## config.mk

```make
export PLATFORM = sky130hd
export DESIGN_NAME = rgmii_idelay_tuner
export DESIGN_NICKNAME = d
export VERILOG_FILES = /design/src/rtl/rgmii_idelay_tuner.sv
export SDC_FILE = /design/constraint.sdc
export NUM_CORES = 1
export LEC_CHECK = 0
export BUFFER_PORTS_ARGS = -buffer_cell sky130_fd_sc_hd__buf_2
export CORE_ASPECT_RATIO = 1.5
export CORE_MARGIN = 10
export CORE_UTILIZATION = 25
export DETAILED_ROUTE_END_ITERATION = 12
export MAX_ROUTING_LAYER = met4
export PLACE_DENSITY_LB_ADDON = 0.12
export SLEW_MARGIN = 15
export SYNTH_ARGS = -nofsm -noshare
export SYNTH_HDL_FRONTEND = slang
export SYNTH_SLANG_ARGS = --single-unit
```

## constraint.sdc

```tcl
create_clock -name clock -period 10.6 [get_ports clock]
set_input_delay 0.53 -clock clock [delete_from_list [all_inputs] [get_ports clock]]
set_output_delay 0.53 -clock clock [all_outputs]
set_load 0.02 [all_outputs]
```

## src/rtl/rgmii_idelay_tuner.sv

```systemverilog
// rgmii_idelay_tuner: runtime IDELAYE2 tap controller with software writes and automatic data-lane sweep
module rgmii_idelay_tuner #(
    parameter int LANES          = 6,
    parameter int TAP_W          = 5,
    parameter int CLK_TAP_INIT   = 0,
    parameter int DATA_TAP_INIT  = 16,
    parameter int FRAMES_PER_TAP = 16,
    parameter int SETTLE_CYCLES  = 64,
    parameter int TIMEOUT_CYCLES = 1000000
) (
    input  logic                     clock,
    input  logic                     resetn,
    input  logic                     idelayctrl_rdy,
    input  logic                     cfg_valid,
    output logic                     cfg_ready,
    input  logic [$clog2(LANES)-1:0] cfg_lane,
    input  logic [TAP_W-1:0]         cfg_tap,
    input  logic                     sweep_start,
    input  logic                     frame_good,
    input  logic                     frame_bad,
    output logic [LANES-1:0]         idelay_ld,
    output logic [LANES*TAP_W-1:0]   idelay_cntvalue,
    output logic                     sweep_busy,
    output logic                     sweep_done,
    output logic                     sweep_fail,
    output logic [TAP_W-1:0]         win_start,
    output logic [TAP_W:0]           win_len
);
    localparam int CMAX = (SETTLE_CYCLES > TIMEOUT_CYCLES) ? SETTLE_CYCLES : TIMEOUT_CYCLES;
    localparam int CW = $clog2(CMAX + 1);
    localparam int FW = $clog2(FRAMES_PER_TAP + 1) + 1;
    localparam logic [LANES-1:0] DMASK = {{(LANES-1){1'b1}}, 1'b0};
    localparam logic [TAP_W-1:0] TMAX = '1;

    function automatic logic [LANES*TAP_W-1:0] init_taps();
        logic [LANES*TAP_W-1:0] v;
        for (int i = 0; i < LANES; i++)
            v[i*TAP_W +: TAP_W] = (i == 0) ? TAP_W'(CLK_TAP_INIT) : TAP_W'(DATA_TAP_INIT);
        return v;
    endfunction

    localparam logic [LANES*TAP_W-1:0] TAP_RST = init_taps();

    // all data lanes set to t, lane 0 kept
    function automatic logic [LANES*TAP_W-1:0] fill(input logic [TAP_W-1:0] t, input logic [TAP_W-1:0] l0);
        return {{(LANES-1){t}}, l0};
    endfunction

    typedef enum logic [3:0] {
        WAIT_RDY, LOAD_ALL, IDLE, LOAD, SW_SET, SW_SETTLE, SW_MEAS, SW_FINISH, SW_DONE
    } state_t;

    state_t                   state, state_n;
    logic                     rdy_m, rdy_s;
    logic [LANES-1:0]         ld_n;
    logic [LANES*TAP_W-1:0]   taps_q, taps_n, save_q, save_n;
    logic [TAP_W-1:0]         tap_q, tap_n, bs_q, bs_n, ws_n;
    logic [TAP_W:0]           run_q, run_n, bl_q, bl_n, wl_n, run_inc;
    logic [CW-1:0]            cnt_q, cnt_n;
    logic [FW-1:0]            good_q, good_n, bad_q, bad_n, g_inc, b_inc;
    logic                     fail_n, m_end, pass;

    assign idelay_cntvalue = taps_q;
    assign cfg_ready       = (state == IDLE) && rdy_s;
    assign sweep_busy      = (state == SW_SET) || (state == SW_SETTLE) || (state == SW_MEAS) || (state == SW_FINISH);
    assign sweep_done      = (state == SW_DONE);

    // two-flop synchroniser for IDELAYCTRL ready
    always_ff @(posedge clock or negedge resetn)
        if (!resetn) {rdy_s, rdy_m} <= 2'b00;
        else {rdy_s, rdy_m} <= {rdy_m, idelayctrl_rdy};

    // state register
    always_ff @(posedge clock or negedge resetn)
        if (!resetn) state <= WAIT_RDY;
        else state <= state_n;

    // next state, tap loads and sweep bookkeeping
    always_comb begin
        state_n = state;
        ld_n    = '0;
        taps_n  = taps_q;
        save_n  = save_q;
        tap_n   = tap_q;
        cnt_n   = cnt_q;
        good_n  = good_q;
        bad_n   = bad_q;
        run_n   = run_q;
        bs_n    = bs_q;
        bl_n    = bl_q;
        ws_n    = win_start;
        wl_n    = win_len;
        fail_n  = sweep_fail;
        g_inc   = good_q + FW'(frame_good && !(&good_q));
        b_inc   = bad_q + FW'(frame_bad && !(&bad_q));
        m_end   = ((FW+1)'(g_inc) + (FW+1)'(b_inc) >= (FW+1)'(FRAMES_PER_TAP)) || (cnt_q >= CW'(TIMEOUT_CYCLES - 1));
        pass    = (b_inc == '0) && (g_inc >= FW'(FRAMES_PER_TAP));
        run_inc = run_q + 1'b1;
        if (!rdy_s) state_n = WAIT_RDY;
        else case (state)
            WAIT_RDY: begin
                state_n = LOAD_ALL;
                ld_n    = '1;
            end
            LOAD_ALL, LOAD, SW_DONE: state_n = IDLE;
            IDLE: begin
                if (cfg_valid) begin
                    state_n = LOAD;
                    if (int'(cfg_lane) < LANES) begin
                        taps_n[int'(cfg_lane)*TAP_W +: TAP_W] = cfg_tap;
                        ld_n[cfg_lane] = 1'b1;
                    end
                end else if (sweep_start) begin
                    state_n = SW_SET;
                    fail_n  = 1'b0;
                    tap_n   = '0;
                    bs_n    = '0;
                    bl_n    = '0;
                    run_n   = '0;
                    save_n  = taps_q;
                    taps_n  = fill('0, taps_q[TAP_W-1:0]);
                    ld_n    = DMASK;
                end
            end
            SW_SET: begin
                state_n = SW_SETTLE;
                cnt_n   = '0;
            end
            SW_SETTLE: begin
                if (cnt_q >= CW'(SETTLE_CYCLES - 1)) begin
                    state_n = SW_MEAS;
                    cnt_n   = '0;
                    good_n  = '0;
                    bad_n   = '0;
                end else cnt_n = cnt_q + 1'b1;
            end
            SW_MEAS: begin
                good_n = g_inc;
                bad_n  = b_inc;
                cnt_n  = cnt_q + CW'(!(&cnt_q));
                if (m_end) begin
                    run_n = pass ? run_inc : '0;
                    if (pass && run_inc > bl_q) begin
                        bl_n = run_inc;
                        bs_n = tap_q - TAP_W'(run_q);
                    end
                    if (tap_q == TMAX) state_n = SW_FINISH;
                    else begin
                        state_n = SW_SET;
                        tap_n   = tap_q + 1'b1;
                        taps_n  = fill(tap_q + 1'b1, taps_q[TAP_W-1:0]);
                        ld_n    = DMASK;
                    end
                end
            end
            SW_FINISH: begin
                state_n = SW_DONE;
                ws_n    = bs_q;
                wl_n    = bl_q;
                ld_n    = DMASK;
                if (bl_q != '0) taps_n = fill(bs_q + TAP_W'((bl_q - 1'b1) >> 1), taps_q[TAP_W-1:0]);
                else begin
                    fail_n = 1'b1;
                    taps_n = {save_q[LANES*TAP_W-1:TAP_W], taps_q[TAP_W-1:0]};
                end
            end
            default: state_n = WAIT_RDY;
        endcase
    end

    // registered datapath: ld and cntvalue move on the same edge
    always_ff @(posedge clock or negedge resetn)
        if (!resetn) begin
            idelay_ld  <= '0;
            taps_q     <= TAP_RST;
            save_q     <= TAP_RST;
            tap_q      <= '0;
            cnt_q      <= '0;
            good_q     <= '0;
            bad_q      <= '0;
            run_q      <= '0;
            bs_q       <= '0;
            bl_q       <= '0;
            win_start  <= '0;
            win_len    <= '0;
            sweep_fail <= 1'b0;
        end else begin
            idelay_ld  <= ld_n;
            taps_q     <= taps_n;
            save_q     <= save_n;
            tap_q      <= tap_n;
            cnt_q      <= cnt_n;
            good_q     <= good_n;
            bad_q      <= bad_n;
            run_q      <= run_n;
            bs_q       <= bs_n;
            bl_q       <= bl_n;
            win_start  <= ws_n;
            win_len    <= wl_n;
            sweep_fail <= fail_n;
        end
endmodule
```

==> flow_metrics.env, run 1 <==
export IMPL_status="completed"
export IMPL_synthFlopType="dfrtp_1"
export IMPL_diodes=0
export IMPL_finalHoldViolations=0
export IMPL_final_cell_area_mm2=0.00896
export IMPL_synth_area_top_cells="dfrtp_1, mux2_2, ha_1"
export IMPL_grt_setup_unrepaired="no"
export IMPL_grt_pass1_vias=6613
export IMPL_max_cap_violations=0
export IMPL_cts_sinks=133
export IMPL_clock_latency_ns=0.44
export IMPL_syn_to_final_growth_pct=17.8
export IMPL_hpwl_um=17600
export IMPL_fmax_mhz=226
export IMPL_setup_slack_ns=6.18
export IMPL_ys_seq_area_frac=0.439
export IMPL_fin_crit_ns=4.42
export IMPL_fin_crit_sh=0.417
export IMPL_post_cts_buffers=0
export IMPL_fin_cells=1244
export IMPL_vias=6164
export IMPL_synth_top_area_share=0.404
export IMPL_synth_edf_count=0
export IMPL_slowest_stage="or4_1"
export IMPL_final_setup_tns_ns=0
export IMPL_dpl_cell_area_mm2=0.00836
export IMPL_synth_top_area_cell="dfrtp_1"
export IMPL_drive_gt1_frac=0.197
export IMPL_total_leakage_power_nw=4.14
export IMPL_ys_seq_elements=133
export IMPL_min_path_type="primary input to asynchronous set/reset pin"
export IMPL_portBuffers=65
export IMPL_synth_warnings=0
export IMPL_grt_ovfl_total=0
export IMPL_finClkSkew_ns=0.00760
export IMPL_track_usage=0.137
export IMPL_critPathRequiredTime_ns=10.93
export IMPL_cts_buffers=17
export IMPL_ys_top_cells_by_count="dfrtp_1, nand2_1, o21ai_0"
export IMPL_syn_area_mm2=0.00761
export IMPL_whs_ns=0.0932
export IMPL_cp_arrival_ns=4.75
export IMPL_cts_path_max_buffers=2
export IMPL_cp_max_fo=10
export IMPL_crit_family="simple AND/OR/NAND/NOR gates"
export IMPL_finalSetupViolations=0
export IMPL_power_density_mw_per_mm2=162
export IMPL_cp_buffers_inverters=1
export IMPL_drt_iter0_drc=203
export IMPL_slew_viol_final=0
export IMPL_cp_common_cell="ha_1"
export IMPL_fin_nets=884
export IMPL_wl_per_cell_um=19.4
export IMPL_rows=78
export IMPL_initial_utilization=0.252
export IMPL_ctsHtreeMaxLevel=4
export IMPL_dieArea_mm2=0.0380
export IMPL_vdd_drop_max_uv=119
export IMPL_end_kind="flop"
export IMPL_tritoncts="done"
export IMPL_drtAntennaViolNets=0
export IMPL_ys_async_sr_fraction=1.00
export IMPL_drt_wl_total_um=24200
export IMPL_synth_cell_type_count=69
export IMPL_timing_worst_setup_path_type="flop to flop"
export IMPL_cpPeakStageDelay_ns=0.74
export IMPL_max_slew_margin_rel=0.274
export IMPL_ios=66
export IMPL_mappedNetlistNets=827
export IMPL_path_cells="nand2_1 -> o31a_1 -> ha_1 -> ha_1 -> inv_1 -> fa_1 -> nand3b_1 -> a2111oi_0 -> a21boi_0 -> or4_1 -> and3_4 -> mux2_4"
export IMPL_grt_max_degree=73
export IMPL_holdBufCountCts=0
export IMPL_cts_resized=0
export IMPL_routabilityCongestion=0.785
export IMPL_syn_area_per_cell_um2=9.82
export IMPL_placed_cells=1213
export IMPL_worst_slew_pin_slew_ns=1.08
export IMPL_vias_per_cell=4.95
export IMPL_dieWidth_um=162
export IMPL_coreArea_mm2=0.0302
export IMPL_num_fill_cells=3174
export IMPL_synthCells=775
export IMPL_antenna_found_initial=0
export IMPL_drtPass1Iterations=5
export IMPL_grt_pass1_wl_um=38900
export IMPL_start_kind="flop"
export IMPL_root_buffer="clkbuf_16"
export IMPL_clkSlewWorstSetupHoldPaths_ns=0.06
export IMPL_drc=0
export IMPL_post_place_ws_ns=6.19
export IMPL_yosysMostFrequentCell="dfrtp_1"
export IMPL_fp_dieH_um=234
## kinds of logic (layout without fill, tap and decap cells)
family,after synthesis,count (layout),synth area share
AOI/OAI and AO/OA,230,230,0.203
DFF,133,133,0.439
xor gates and xnor gates,27,27,0.0311
and+or+nand+nor,232,232,0.155
adders and majority gates,37,37,0.0638
buffers and inverters,69,138,0.0380
muxes,47,47,0.0709
## placed cells by master, fill, tap and decap left out, drive strengths merged, types with 4 or more instances in the layout
cell    synthesis  layout
xor2           13      13
nor4            9       9
a31oi           5       5
inv            31      31
nand3b          5       5
nor3            9       9
dfrtp         123     123
ha             34      34
or3             5       5
mux2i           4       4
nand4          13      13
o21ai          66      66
a211oi          4       4
xnor2          14      14
and4            6       6
clkinv          0       5
dfstp          10      10
o211ai          7       7
nor2b           4       4
a21oi          51      51
a211o           9       9
or4             5       5
and2            9       9
nand2b          9       9
clkbuf         27      22
o31ai          10      10
a22o           38      38
o21a            4       4
buf            11      76
nand2          90      90
nor2           27      27
a221o           5       5
mux2           43      43
nand3          23      23
and3           11      11
## sequential cells by signal, indices dropped and copies added, names as in the netlist, 6 cells and up
name and cells:
run_q 6, bl_q 6, idelay_ld 6, idelay_cntvalue 30
bad_q 6, good_q 6, cnt_q 20, win_len 6
save_q 25
## per-layer routing
layer | up-vias | share of wire | global-route usage
met5 | - | 0 | -
met4 | 0 | 0.025 | 0.0579
met3 | 35 | 0.022 | 0.0234
met2 | 97 | 0.54 | 0.243
met1 | 3051 | 0.41 | 0.147
li1 | 2981 | - | -
## area by class of cell
type	count	area [um^2]	area share
Tap cell	400	500	0.0558
Multi-Input combinational cell	573	3990	0.445
Sequential cell	133	3340	0.373
Inverter	31	116	0.0130
Clock buffer	22	474	0.0529
Clock inverter	9	126	0.0141
Timing Repair Buffer	76	414	0.0462
## metrics by stage
stage	total power, mW	utilization
after global placement	0.846	0.277
after detailed placement	0.847	0.277
after global routing	1.53	0.297
after floorplan	0.751	-
after CTS	1.48	0.297
final	1.45	0.297
## where the power goes
group	internal (mW)	switching, mW	total [mW]	leakage, nW
clock network	0.386	0.232	0.618	0.296
logic	0.0912	0.154	0.245	2.07
registers	0.542	0.0461	0.588	1.78
total	1.02	0.432	1.45	4.14
## worst paths after layout
kind | end | slack (ns) | start | cells past startpoint
min in group clock | rdy_m | 0.20 | idelayctrl_rdy | 1
max in group asynchronous | idelay_ld[4] | 9.16 | resetn | 2
worst min register to register | rdy_s | 0.35 | rdy_m | 0
worst max-delay path | tap_q[4] | 6.18 | bad_q[4] | 12
worst min-delay path | win_len[1] | 0.09 | resetn | 1
worst max register to register | tap_q[4] | 6.18 | bad_q[4] | 12
Note: power is estimated with default switching activity, not from simulation.
==> inputs of run 2 (changes only) <==
==> constraint.sdc (replaced) <==
create_clock -name clock -period 3.65 [get_ports clock]
set_input_delay 0.1825 -clock clock [delete_from_list [all_inputs] [get_ports clock]]
set_output_delay 0.1825 -clock clock [all_outputs]
set_load 0.02 [all_outputs]
==> flow_metrics.env, run 2 (same netlist as run 1, synthesis figures left out) <==
export IMPL_fin_crit_ns=3.51
export IMPL_tritoncts="done"
export IMPL_finalSetupViolations=0
export IMPL_drt_iter0_drc=247
export IMPL_portBuffers=65
export IMPL_finClkSkew_ns=0.00834
export IMPL_final_cell_area_mm2=0.00937
export IMPL_worst_slew_pin_slew_ns=0.881
export IMPL_rows=78
export IMPL_ios=66
export IMPL_cpPeakStageDelay_ns=0.35
export IMPL_regToRegStartpoint="bad_q[3]"
export IMPL_dieArea_mm2=0.0380
export IMPL_total_power_mw=4.45
export IMPL_max_slew_margin_rel=0.408
export IMPL_fin_crit_sh=0.962
export IMPL_fin_cells=1277
export IMPL_drtAntennaViolNets=0
export IMPL_dieWidth_um=162
export IMPL_ctsHtreeMaxLevel=4
export IMPL_fp_dieH_um=234
export IMPL_r2r_end="idelay_cntvalue[13]"
export IMPL_vias_per_cell=4.89
export IMPL_grt_max_degree=90
export IMPL_status="completed"
export IMPL_max_cap_violations=0
export IMPL_r2r_setup_slack_ns=0.14
export IMPL_cts_sinks=133
export IMPL_routabilityCongestion=0.834
export IMPL_most_common_layout_cells="dfrtp_1, nand2_1, o21ai_0, buf_2, a21oi_1"
export IMPL_cp_buffers_inverters=4
export IMPL_total_leakage_power_nw=4.33
export IMPL_drive_gt1_frac=0.237
export IMPL_final_common_cell="dfrtp_1"
export IMPL_vias=6249
export IMPL_drc=0
export IMPL_min_path_type="primary input to flop"
export IMPL_track_usage=0.135
export IMPL_final_setup_tns_ns=0
export IMPL_vdd_drop_max_uv=384
export IMPL_power_density_mw_per_mm2=475
export IMPL_start_kind="flop"
export IMPL_clkSlewWorstSetupHoldPaths_ns=0.06
export IMPL_clock_latency_ns=0.45
export IMPL_initial_utilization=0.252
export IMPL_crit_path_start="bad_q[3]"
export IMPL_timing_worst_setup_path_type="flop to flop"
export IMPL_coreArea_mm2=0.0302
export IMPL_path_depth=15
export IMPL_syn_to_final_growth_pct=23.1
export IMPL_grt_ovfl_total=0
export IMPL_largest_reg_flops=30
export IMPL_cp_arrival_ns=3.85
export IMPL_crit_end="idelay_cntvalue[13]"
export IMPL_diodes=0
export IMPL_cts_path_max_buffers=2
export IMPL_hpwl_um=18100
export IMPL_wl_per_cell_um=19.3
export IMPL_cts_buffers=17
export IMPL_grt_pass1_wl_um=38800
export IMPL_cp_common_cell="ha_2"
export IMPL_root_buffer="clkbuf_16"
export IMPL_num_fill_cells=3153
export IMPL_cp_max_fo=12
export IMPL_ff2ff_path_depth=15
export IMPL_fin_nets=916
export IMPL_drt_wl_total_um=24700
export IMPL_finalHoldViolations=0
export IMPL_slew_viol_final=0
export IMPL_placed_cells=1238
export IMPL_slowest_stage="dfrtp_1"
export IMPL_dpl_cell_area_mm2=0.00858
export IMPL_critPathRequiredTime_ns=3.98
export IMPL_antenna_found_initial=0
export IMPL_path_cells="nand2_1 -> o31a_1 -> ha_2 -> ha_2 -> inv_1 -> fa_1 -> nand3b_1 -> a2111oi_4 -> a221oi_2 -> nor3_1 -> buf_4 -> a21oi_4 -> buf_12 -> clkbuf_16 -> a22o_1"
export IMPL_fmax_mhz=285
export IMPL_crit_family="compound AO/OA/AOI/OAI gates"
export IMPL_grt_pass1_vias=6726
export IMPL_drtPass1Iterations=6
export IMPL_whs_ns=0.0626
export IMPL_end_kind="flop"
[run 2: cell types whose count changed in the layout (fill, tap and decap cells not counted), sizes merged]
cell         delta
bufinv          +1
clkbuf          +1
buf            +28
inv             +1
clkinvlp        +2
dlygate4sd3     +2
clkinv          -2
[run 2: final cells by class]
class	instances	area, um^2	area share
Tap cell	400	500	0.0534
Clock inverter	11	174	0.0186
Timing Repair Buffer	108	719	0.0768
Clock buffer	21	460	0.0491
Inverter	31	116	0.0124
Multi-Input combinational cell	573	4060	0.433
Sequential cell	133	3340	0.357
[run 2: power by group]
group          internal [mW]  total, mW  switching, mW
clock network           1.18       1.89          0.709
logic                  0.362      0.897          0.535
registers               1.57       1.66         0.0873
[run 2: repair_timing]
item,4_1_cts,5_1_grt
gates resized for setup,0,10
hold endpoints to repair,80,0
endpoints found under the setup margin,0,39
hold buffers,2,0
buffers inserted,0,3
[run 2: how the worst min path moves through the flow]
stage                               from                  to  slack [ns]  depth (start not counted)
final                         cfg_tap[4]  idelay_cntvalue[4]        0.06                          2
after global routing          cfg_tap[4]  idelay_cntvalue[4]        0.07                          2
after CTS                     cfg_tap[4]  idelay_cntvalue[4]        0.05                          2
after detailed placement  idelayctrl_rdy               rdy_m        0.30                          1
after global placement    idelayctrl_rdy               rdy_m        0.29                          1
after floorplan                   resetn            bad_q[0]       -0.11                          0
[run 2: through the flow]
step / util / setup WS (ns)
2_1_floorplan: - / 0.00113
3_3_place_gp: 0.285 / 0.152
3_5_place_dp: 0.285 / 0.138
4_1_cts: 0.306 / 0.113
5_1_grt: 0.311 / -0.0224
6_report: 0.311 / 0.138
[run 2: worst register-to-register path: cells and delay by family, from the launching register on]
| kind | cells | cell delay [ns] |
|---|---|---|
| buf+inv | 4 | 0.61 |
| simple gates | 3 | 0.49 |
| fa+ha+maj | 3 | 0.90 |
| flops | 1 | 0.35 |
| compound gates | 5 | 1.04 |
[run 2: per-layer routing]
| metal | vias to the layer above | track usage | wire (um) |
|---|---|---|---|
| li1 | 3044 | - | - |
| met1 | 3067 | 0.146 | 10100 |
| met2 | 96 | 0.238 | 13300 |
| met3 | 42 | 0.0201 | 433 |
| met4 | 0 | 0.0656 | 838 |
| met5 | - | - | 0 |
